--- config.mk ---
export PLATFORM = sky130hd
export DESIGN_NAME = irq_arbiter
export DESIGN_NICKNAME = d
export VERILOG_FILES = /design/src/rtl/irq_arbiter.sv
export SDC_FILE = /design/constraint.sdc
export NUM_CORES = 1
export LEC_CHECK = 0
export BUFFER_PORTS_ARGS = -buffer_cell sky130_fd_sc_hd__buf_4
export CAP_MARGIN = 5
export CORE_UTILIZATION = 26
export CTS_CLUSTER_SIZE = 28
export DETAILED_ROUTE_END_ITERATION = 8
export GPL_ROUTABILITY_DRIVEN = 1
export GPL_TIMING_DRIVEN = 0
export PLACE_DENSITY = 0.59
export SLEW_MARGIN = 20
export SYNTH_ARGS = -nofsm -noshare
export SYNTH_HDL_FRONTEND = slang
export SYNTH_SLANG_ARGS = --single-unit
--- constraint.sdc ---
create_clock -name clk -period 1.9 [get_ports clk]
set_clock_uncertainty 0.2 [all_clocks]
set_input_delay 0.57 -clock clk [delete_from_list [all_inputs] [get_ports clk]]
set_output_delay 0.57 -clock clk [all_outputs]
set_load 0.01 [all_outputs]
--- src/rtl/irq_arbiter.sv ---
// rtl/irq_arbiter.sv - machine-mode interrupt pending, gating and fixed-priority arbitration
//
// Purpose:
//   Tracks per-source pending state (edge-latched or level), gates it with
//   mie / mstatus.MIE / privilege, picks the lowest-index eligible source and
//   holds a request toward fetch until it is acknowledged or loses eligibility.
//
// Ports:
//   clk, reset     core clock, synchronous active-high reset
//   irq_i          raw interrupt lines, one per source
//   ie_i           per-source enable (mie)
//   mstatus_mie    global machine interrupt enable
//   priv           current privilege mode (2'b11 = M)
//   boundary_ok    fetch is at an instruction boundary that can take a trap
//   clr_i          software clear of edge-pending bits (mip write)
//   take_ack       pipeline accepted the requested trap this cycle
//   req_valid      interrupt trap requested (held until ack or cancel)
//   req_cause      mcause value {1, zero-extended cause code}
//   req_idx        index of the requesting source
//   pend_o         pending vector for the mip view
module irq_arbiter #(
  parameter int                  NSRC        = 3,
  parameter logic [NSRC-1:0]     EDGE_MASK   = {NSRC{1'b1}},
  parameter logic [6*NSRC-1:0]   CAUSE_CODES = {6'd11, 6'd3, 6'd7},
  parameter int                  XLEN        = 64,
  localparam int                 IDXW        = (NSRC > 1) ? $clog2(NSRC) : 1
) (
  input  logic            clk,
  input  logic            reset,
  input  logic [NSRC-1:0] irq_i,
  input  logic [NSRC-1:0] ie_i,
  input  logic            mstatus_mie,
  input  logic [1:0]      priv,
  input  logic            boundary_ok,
  input  logic [NSRC-1:0] clr_i,
  input  logic            take_ack,
  output logic            req_valid,
  output logic [XLEN-1:0] req_cause,
  output logic [IDXW-1:0] req_idx,
  output logic [NSRC-1:0] pend_o
);

  typedef enum logic {IDLE, REQ} state_t;

  state_t          state;
  logic [NSRC-1:0] irq_q;
  logic [NSRC-1:0] pend;
  logic [NSRC-1:0] pend_nxt;
  logic [NSRC-1:0] elig;
  logic [NSRC-1:0] ack_clr;
  logic            global_en;
  logic            any_elig;
  logic [IDXW-1:0] win_idx;
  logic [5:0]      win_code;

  // Lower privilege modes always take machine interrupts; M-mode needs MIE.
  assign global_en = mstatus_mie | (priv != 2'b11);
  assign elig      = pend & ie_i & {NSRC{global_en}};
  assign pend_o    = pend;

  // Fixed priority: scan from the top so the lowest eligible index wins.
  always_comb begin
    any_elig = 1'b0;
    win_idx  = '0;
    win_code = '0;
    for (int i = NSRC - 1; i >= 0; i--) begin
      if (elig[i]) begin
        any_elig = 1'b1;
        win_idx  = IDXW'(i);
        win_code = CAUSE_CODES[6*i +: 6];
      end
    end
  end

  // Edge sources: a new rising edge beats a simultaneous ack/clear so the
  // fresh event is not lost. Level sources simply follow the line.
  always_comb begin
    pend_nxt = '0;
    ack_clr  = '0;
    for (int i = 0; i < NSRC; i++) begin
      ack_clr[i] = (state == REQ) && take_ack && (req_idx == IDXW'(i));
      if (EDGE_MASK[i]) begin
        pend_nxt[i] = (irq_i[i] & ~irq_q[i]) | (pend[i] & ~(clr_i[i] | ack_clr[i]));
      end else begin
        pend_nxt[i] = irq_i[i];
      end
    end
  end

  always_ff @(posedge clk) begin
    if (reset) begin
      state     <= IDLE;
      irq_q     <= '0;
      pend      <= '0;
      req_valid <= 1'b0;
      req_cause <= '0;
      req_idx   <= '0;
    end else begin
      irq_q <= irq_i;
      pend  <= pend_nxt;
      case (state)
        IDLE: begin
          if (any_elig && boundary_ok) begin
            state     <= REQ;
            req_valid <= 1'b1;
            req_idx   <= win_idx;
            req_cause <= {1'b1, {(XLEN-7){1'b0}}, win_code};
          end
        end
        REQ: begin
          // Cause and index stay frozen; ack has priority over a cancel.
          if (take_ack) begin
            state     <= IDLE;
            req_valid <= 1'b0;
          end else if (!elig[req_idx]) begin
            state     <= IDLE;
            req_valid <= 1'b0;
          end
        end
        default: begin
          state     <= IDLE;
          req_valid <= 1'b0;
        end
      endcase
    end
  end

endmodule
==> results of run 1 <==
-- cell families (layout without fill, tap and decap cells) --
| logic type | after synthesis | in the layout | share of synthesized area, % |
|---|---|---|---|
| other | 1 | 59 | 0.356 |
| AOI/OAI and AO/OA | 17 | 17 | 12.7 |
| and+or+nand+nor | 23 | 23 | 14.5 |
| DFF | 13 | 13 | 24.7 |
| buffers and inverters | 71 | 101 | 47.7 |
-- layout make-up --
class                           count  area [um2]  share of cell area (%)
Multi-Input combinational cell     99         508                    32.3
Buffer                             62         469                    29.9
Sequential cell                    13         260                    16.6
Timing Repair Buffer               26         195                    12.4
Tap cell                           48        60.1                    3.82
Clock buffer                        4        45.0                    2.87
Inverter                            9        33.8                    2.15
-- cells in the final DEF, fill, tap and decap left out, types with 2 or more instances in the layout --
cell / netlist / layout
buf_4: 61 / 87
conb_1: 1 / 59
dfxtp_1: 13 / 13
inv_1: 9 / 9
nor2_1: 4 / 4
a21oi_1: 4 / 4
nand2_1: 4 / 4
nor2b_1: 3 / 3
o311ai_1: 3 / 3
clkbuf_8: 0 / 3
and4b_1: 2 / 2
nand4_1: 2 / 2
a32o_1: 2 / 2
-- stage by stage --
step | utilization (%) | instances
2_1_floorplan | - | 183
3_3_place_gp | 40.5 | 257
3_5_place_dp | 40.5 | 257
4_1_cts | 41.7 | 261
5_1_grt | 41.7 | 261
6_report | 41.7 | 261
-- how the worst max path moves through the flow --
stage / startpoint / to / slack [ns] / cells after the start
2_1_floorplan: mstatus_mie / req_cause[2] / 0.23 / 3
3_3_place_gp: priv[1] / req_cause[2] / 0.08 / 4
3_5_place_dp: priv[1] / req_cause[2] / 0.07 / 4
4_1_cts: req_cause[3] / req_idx[1] / 0.12 / 2
5_1_grt: req_cause[3] / req_idx[1] / 0.05 / 2
6_report: req_cause[3] / req_idx[1] / 0.13 / 2
-- per-layer routing --
layer	global-route usage [%]	part of all wire [%]	up-vias	wire length (um)
met3	4.17	18	0	338
met5	0	0	-	0
met1	11.6	41	324	787
met4	2.45	0	0	0
met2	12.6	41	66	785
li1	-	-	474	-
-- flip-flops by register name, indices dropped and copies added, names as in the netlist --
register   count
req_cause      4
state          1
irq_q          3
req_idx        1
pend_o         3
req_valid      1
-- cells in the mapped netlist, types with 2 or more instances --
master / count
nor2b_1: 3
nand4_1: 2
inv_1: 9
nor2_1: 4
nand2_1: 4
and4b_1: 2
dfxtp_1: 13
a32o_1: 2
o311ai_1: 3
buf_4: 61
a21oi_1: 4
-- power breakdown --
| part | switching [uW] | total [uW] | internal, uW |
|---|---|---|---|
| Combinational | 113 | 254 | 141 |
| Clock | 99.7 | 248 | 148 |
| Sequential | 14.6 | 304 | 289 |
| Total | 227 | 806 | 579 |
-- critical path, cell delays in order, from the launching register on --
cell and delay (ns):
dfxtp_1 0.49, buf_4 0.16, buf_4 0.11
==> flow_metrics.env, run 1 <==
export IMPL_postPlaceCellArea_mm2=0.00153
export IMPL_synth_seq_cells=13
export IMPL_clock_sinks=13
export IMPL_final_area_mm2=0.00157
export IMPL_rr_startpoint="pend_o[2]"
export IMPL_finalSetupViolCount=0
export IMPL_rsz0062_at_grt="no"
export IMPL_synth_top_area_share_pct=43.5
export IMPL_grt_usage_pct=8.82
export IMPL_hold_viol_final=0
export IMPL_final_nets=230
export IMPL_start_util_pct=27.9
export IMPL_numPortBuffers=26
export IMPL_cts_tree="yes"
export IMPL_cts_buffers_inserted=3
export IMPL_cts_root_buf="clkbuf_8"
export IMPL_cts_hold_buffers_added=0
export IMPL_synth_largest_area_cell="buf_4"
export IMPL_p_per_area_mw_per_mm2=513
export IMPL_holdPathEnd="pend_o[0]"
export IMPL_drtAntennaViolNets=0
export IMPL_antenna_found_initial=0
export IMPL_cts_repair_resize_count=0
export IMPL_synth_edff_count=0
export IMPL_ff2ff_path_depth=3
export IMPL_place_ws_ns=0.0724
export IMPL_num_io_pins=86
export IMPL_ys_seq_area_share_pct=24.7
export IMPL_die_h_um=65.7
export IMPL_critPathRequiredTime_ns=1.13
export IMPL_power_total_uw=806
export IMPL_setup_ws_ns=0.129
export IMPL_dr_pass1_iters=4
export IMPL_finalSetupTns_ns=0
export IMPL_leakage_uw=0.000905
export IMPL_avgViaCountPerCell=3.31
export IMPL_hpwlAfterDp_um=1660
export IMPL_die_area_mm2=0.00431
export IMPL_cp_start_kind="register"
export IMPL_syn_area_per_cell_um2=8.43
export IMPL_fin_hold_ws_ns=0.206
export IMPL_synth_area_mm2=0.00105
export IMPL_clk_path_buf_depth=2
export IMPL_num_fill_cells=396
export IMPL_post_cts_setup_buffer_count=0
export IMPL_drive_gt1_share_pct=45.1
export IMPL_synth_top_cells_by_area="buf_4 43%, dfxtp_1 25%, inv_1 3.2%"
export IMPL_area_growth_syn_to_layout_pct=49.2
export IMPL_grt_pass1_vias=645
export IMPL_clkTransAtPathRegs_ns=0.06
export IMPL_core_area_mm2=0.00377
export IMPL_syn_instance_count=125
export IMPL_arrival_ns=1.00
export IMPL_die_x_um=65.7
export IMPL_path_class="reg -> out"
export IMPL_ys_async_sr_fraction_pct=0
export IMPL_finalWeightedCongestion=0.745
export IMPL_rrSetupSlack_ns=0.36
export IMPL_routed_wl_um=1910
export IMPL_holdPathStages=1
export IMPL_grt_start_max_net_pins=11
export IMPL_worst_r2r_endpoint="req_cause[2]"
export IMPL_htreeDepth=1
export IMPL_first_iter_violations=16
export IMPL_fmax_mhz=565
export IMPL_antenna_cells=0
export IMPL_row_count=22
export IMPL_min_period_ns=1.77
export IMPL_num_vias=864
export IMPL_worstSkewPairLatency_ns=0.24
export IMPL_synth_flop_cell="dfxtp_1"
export IMPL_crit_fanout=9
export IMPL_yosysWarnings=0
export IMPL_routedWlPerCell_um=7.32
export IMPL_grt_pass1_wl_um=2860
export IMPL_yosysUniqueCellTypes=29
export IMPL_fin_crit_sh_pct=93.2
export IMPL_hp_class="reg -> reg"
export IMPL_drv_slew=0
export IMPL_outcome="finished, final reports clean"
export IMPL_grt_remaining_overflow=0
export IMPL_cap_violations=0
export IMPL_drc=0
export IMPL_worstHoldStart="irq_q[0]"
export IMPL_irDropWorstVdd_uv=325
export IMPL_worst_setup_path_end_kind="primary output"
Note: power is estimated with default switching activity, not from simulation.
==> run 2, diff against run 1 <==
--- a/config.mk
+++ b/config.mk
@@ -13,6 +13,7 @@
 export GPL_ROUTABILITY_DRIVEN = 1
 export GPL_TIMING_DRIVEN = 0
 export PLACE_DENSITY = 0.59
+export REMOVE_ABC_BUFFERS = 1
 export SLEW_MARGIN = 20
 export SYNTH_ARGS = -nofsm -noshare
 export SYNTH_HDL_FRONTEND = slang
==> flow_metrics.env, run 2 (synthesis results as in run 1) <==
export IMPL_cts_tree="yes"
export IMPL_place_ws_ns=0.0742
export IMPL_finalSetupTns_ns=0
export IMPL_crit_cells=1
export IMPL_cpPeakStageDelay_ns=0.49
export IMPL_placed_cells=195
export IMPL_antenna_found_initial=0
export IMPL_fin_util_pct=29.2
export IMPL_worstSkewPairLatency_ns=0.24
export IMPL_drv_slew=0
export IMPL_htreeDepth=1
export IMPL_grt_start_max_net_pins=14
export IMPL_fin_crit_sh_pct=88.6
export IMPL_routed_wl_um=1670
export IMPL_hpwlAfterDp_um=1390
export IMPL_cp_slowest_cell="dfxtp_1"
export IMPL_top_register="req_cause"
export IMPL_crit_chain="buf_4"
export IMPL_clkTransAtPathRegs_ns=0.06
export IMPL_grt_pass1_wl_um=2530
export IMPL_path_class="reg -> out"
export IMPL_worst_setup_path_end_kind="primary output"
export IMPL_outcome="finished, final reports clean"
export IMPL_critPathRequiredTime_ns=1.13
export IMPL_worstSetupEndpoint="req_cause[3]"
export IMPL_fmax_mhz=594
export IMPL_final_cell_count_no_fill=199
export IMPL_cts_hold_buffers_added=0
export IMPL_area_growth_syn_to_layout_pct=4.63
export IMPL_fin_hold_ws_ns=0.208
export IMPL_leakage_uw=0.000567
export IMPL_dr_pass1_iters=4
export IMPL_first_iter_violations=12
export IMPL_path_buf_inv=1
export IMPL_drc=0
export IMPL_finalWeightedCongestion=0.801
export IMPL_min_period_ns=1.68
export IMPL_arrival_ns=0.91
export IMPL_antenna_cells=0
export IMPL_critPathTopFamily="flip-flops"
export IMPL_layout_commonest_cell="conb_1"
export IMPL_core_area_mm2=0.00377
export IMPL_clock_sinks=13
export IMPL_rr_startpoint="pend_o[2]"
export IMPL_finalSetupViolCount=0
export IMPL_hold_viol_final=0
export IMPL_irDropWorstVdd_uv=332
export IMPL_hp_class="reg -> reg"
export IMPL_rsz0062_at_grt="no"
export IMPL_die_h_um=65.7
export IMPL_row_count=22
export IMPL_numPortBuffers=26
export IMPL_die_x_um=65.7
export IMPL_worstSetupStartpoint="req_cause[3]"
export IMPL_clk_path_buf_depth=2
export IMPL_setup_ws_ns=0.217
export IMPL_crit_fanout=9
export IMPL_grt_remaining_overflow=0
export IMPL_cap_violations=0
export IMPL_rrSetupSlack_ns=0.39
export IMPL_cts_repair_resize_count=0
export IMPL_ff2ff_path_depth=3
export IMPL_avgViaCountPerCell=3.59
export IMPL_start_util_pct=27.9
export IMPL_cts_root_buf="clkbuf_8"
export IMPL_grt_pass1_vias=567
export IMPL_worst_r2r_endpoint="req_cause[2]"
export IMPL_grt_usage_pct=7.79
export IMPL_largest_reg_flops=4
export IMPL_num_vias=714
export IMPL_final_nets=168
export IMPL_p_per_area_mw_per_mm2=638
export IMPL_post_cts_setup_buffer_count=0
export IMPL_mostFrequentLayoutCells="59 x conb_1, 26 x buf_4, 13 x dfxtp_1"
export IMPL_cp_start_kind="register"
export IMPL_die_area_mm2=0.00431
export IMPL_drive_gt1_share_pct=22.5
export IMPL_num_io_pins=86
export IMPL_routedWlPerCell_um=8.39
export IMPL_cts_buffers_inserted=3
export IMPL_drtAntennaViolNets=0
==> run 2: cell types whose count changed in the layout (fill, tap and decap cells not counted) <==
cell	delta
buf_6	-1
buf_4	-61
==> run 2: metal layers <==
layer  vias to the layer above  wire length, um  GRT usage (%)
met5                         -                0              0
met4                         0                0           2.45
met3                         0              159           2.43
met2                        52              797           12.4
met1                       311              712           9.91
li1                        351                -              -
==> run 2: power by group <==
group / switching [uW] / internal [uW] / total (uW)
registers: 13.4 / 289 / 303
logic: 97.6 / 58.7 / 156
clock network: 96.7 / 148 / 245
total: 208 / 496 / 704
==> run 2: worst min path at each step <==
stage                end      from  cells after the start  slack, ns
2_1_floorplan  pend_o[0]  irq_q[0]                      1       0.19
3_5_place_dp   pend_o[0]  irq_q[0]                      1       0.20
5_1_grt        pend_o[0]  irq_q[0]                      1       0.23
4_1_cts        pend_o[0]  irq_q[0]                      1       0.21
6_report       pend_o[0]  irq_q[0]                      1       0.21
3_3_place_gp   pend_o[0]  irq_q[0]                      1       0.19
==> run 2: stage by stage <==
stage	area, um2	total power, uW
6_report	1100	704
5_1_grt	1100	746
4_1_cts	1100	713
3_5_place_dp	1060	464
3_3_place_gp	1060	464
2_1_floorplan	802	402
==> run 2: cell type report <==
class                           instances  area, um2
Timing Repair Buffer                   26        195
Sequential cell                        13        260
Inverter                                9       33.8
Fill cell                             406       2670
Clock buffer                            4       45.0
Multi-Input combinational cell         99        508
Tap cell                               48       60.1
==> run 3, diff against run 2 <==
--- a/config.mk
+++ b/config.mk
@@ -12,7 +12,7 @@
 export DETAILED_ROUTE_END_ITERATION = 8
 export GPL_ROUTABILITY_DRIVEN = 1
 export GPL_TIMING_DRIVEN = 0
-export PLACE_DENSITY = 0.59
+export PLACE_DENSITY_LB_ADDON = 0.3
 export REMOVE_ABC_BUFFERS = 1
 export SLEW_MARGIN = 20
 export SYNTH_ARGS = -nofsm -noshare
==> flow_metrics.env, run 3 (synthesis results as in run 1) <==
export IMPL_outcome="finished, final reports clean"
export IMPL_hp_class="reg -> reg"
export IMPL_place_ws_ns=0.0879
export IMPL_final_nets=168
export IMPL_mostFrequentLayoutCells="59 x conb_1, 26 x buf_4, 13 x dfxtp_1"
export IMPL_grt_remaining_overflow=0
export IMPL_layout_commonest_cell="conb_1"
export IMPL_finalSetupViolCount=0
export IMPL_cp_slowest_cell="dfxtp_1"
export IMPL_fmax_mhz=593
export IMPL_cp_start_kind="register"
export IMPL_die_h_um=65.7
export IMPL_p_per_area_mw_per_mm2=642
export IMPL_hold_viol_final=0
export IMPL_cts_hold_buffers_added=0
export IMPL_post_cts_setup_buffer_count=0
export IMPL_irDropWorstVdd_uv=152
export IMPL_largest_reg_flops=4
export IMPL_cts_buffers_inserted=3
export IMPL_antenna_cells=0
export IMPL_num_vias=721
export IMPL_row_count=22
export IMPL_path_class="reg -> out"
export IMPL_drive_gt1_share_pct=22.5
export IMPL_die_area_mm2=0.00431
export IMPL_critPathRequiredTime_ns=1.13
export IMPL_setup_ws_ns=0.212
export IMPL_finalWeightedCongestion=0.807
export IMPL_clk_path_buf_depth=2
export IMPL_fin_crit_sh_pct=88.8
export IMPL_cts_tree="yes"
export IMPL_hpwlAfterDp_um=1430
export IMPL_start_util_pct=27.9
export IMPL_num_io_pins=86
export IMPL_worstSkewPairLatency_ns=0.24
export IMPL_seqCellArea_um2=260
export IMPL_clock_sinks=13
export IMPL_crit_fanout=9
export IMPL_grt_start_max_net_pins=14
export IMPL_cts_root_buf="clkbuf_8"
export IMPL_antenna_found_initial=0
export IMPL_grt_pass1_wl_um=2660
export IMPL_drtAntennaViolNets=0
export IMPL_grt_usage_pct=8.35
export IMPL_finalSetupTns_ns=0
export IMPL_clkTransAtPathRegs_ns=0.06
export IMPL_routed_wl_um=1760
export IMPL_path_buf_inv=1
export IMPL_cap_violations=0
export IMPL_die_x_um=65.7
export IMPL_arrival_ns=0.92
export IMPL_htreeDepth=1
export IMPL_power_total_uw=708
export IMPL_grt_pass1_vias=584
export IMPL_numPortBuffers=26
export IMPL_leakage_uw=0.000567
export IMPL_cts_repair_resize_count=0
export IMPL_first_iter_violations=17
export IMPL_dr_pass1_iters=4
export IMPL_area_growth_syn_to_layout_pct=4.63
export IMPL_top_register="req_cause"
export IMPL_worst_setup_path_end_kind="primary output"
export IMPL_final_cell_count_no_fill=199
export IMPL_num_fill_cells=422
export IMPL_avgViaCountPerCell=3.62
export IMPL_rsz0062_at_grt="no"
export IMPL_crit_chain="buf_4"
export IMPL_drv_slew=0
export IMPL_routedWlPerCell_um=8.84
export IMPL_drc=0
export IMPL_placed_cells=195
export IMPL_min_period_ns=1.69
export IMPL_core_area_mm2=0.00377
export IMPL_cpPeakStageDelay_ns=0.49
export IMPL_multi_input_area_um2=508
export IMPL_critPathTopFamily="flip-flops"
-- run 3: cell counts in the layout (fill, tap and decap cells not counted) --
No cell type changed its count.
-- run 3: power breakdown --
| group | switching [uW] | internal [uW] | total (uW) |
|---|---|---|---|
| sequential | 15.0 | 289 | 304 |
| combinational | 97.8 | 58.6 | 156 |
| clock | 99.2 | 148 | 247 |
-- run 3: path summary, 6_finish.rpt --
check	from	to	slack, ns	cells past startpoint
setup reg to reg	pend_o[0]	req_cause[2]	0.39	3
hold / removal	irq_q[0]	pend_o[0]	0.20	1
setup / recovery	req_cause[3]	req_cause[3]	0.21	1
hold reg to reg	irq_q[0]	pend_o[0]	0.20	1
-- run 3: area by class of cell --
type,instances,area share (%)
flip-flops and latches,13,23.6
clock buffers,4,4.09
inverters,9,3.06
multi-input cells,99,46.1
well taps,48,5.45
repair buffers,26,17.7
-- run 3: per-layer routing --
metal / part of all wire (%) / wire [um] / vias to the layer above / global-route usage, %
li1: - / - / 349 / -
met1: 43 / 756 / 316 / 10.5
met2: 46 / 807 / 52 / 12.5
met3: 9.7 / 170 / 4 / 2.95
met4: 1.4 / 25 / 0 / 4.08
met5: 0 / 0 / - / 0
-- run 3: metrics by stage --
stage	hold WS, ns	util, %	cell area (um2)
3_5_place_dp	0.196	28.0	1060
2_1_floorplan	0.189	-	802
3_3_place_gp	0.193	28.0	1060
4_1_cts	0.210	29.2	1100
5_1_grt	0.221	29.2	1100
6_report	0.203	29.2	1100
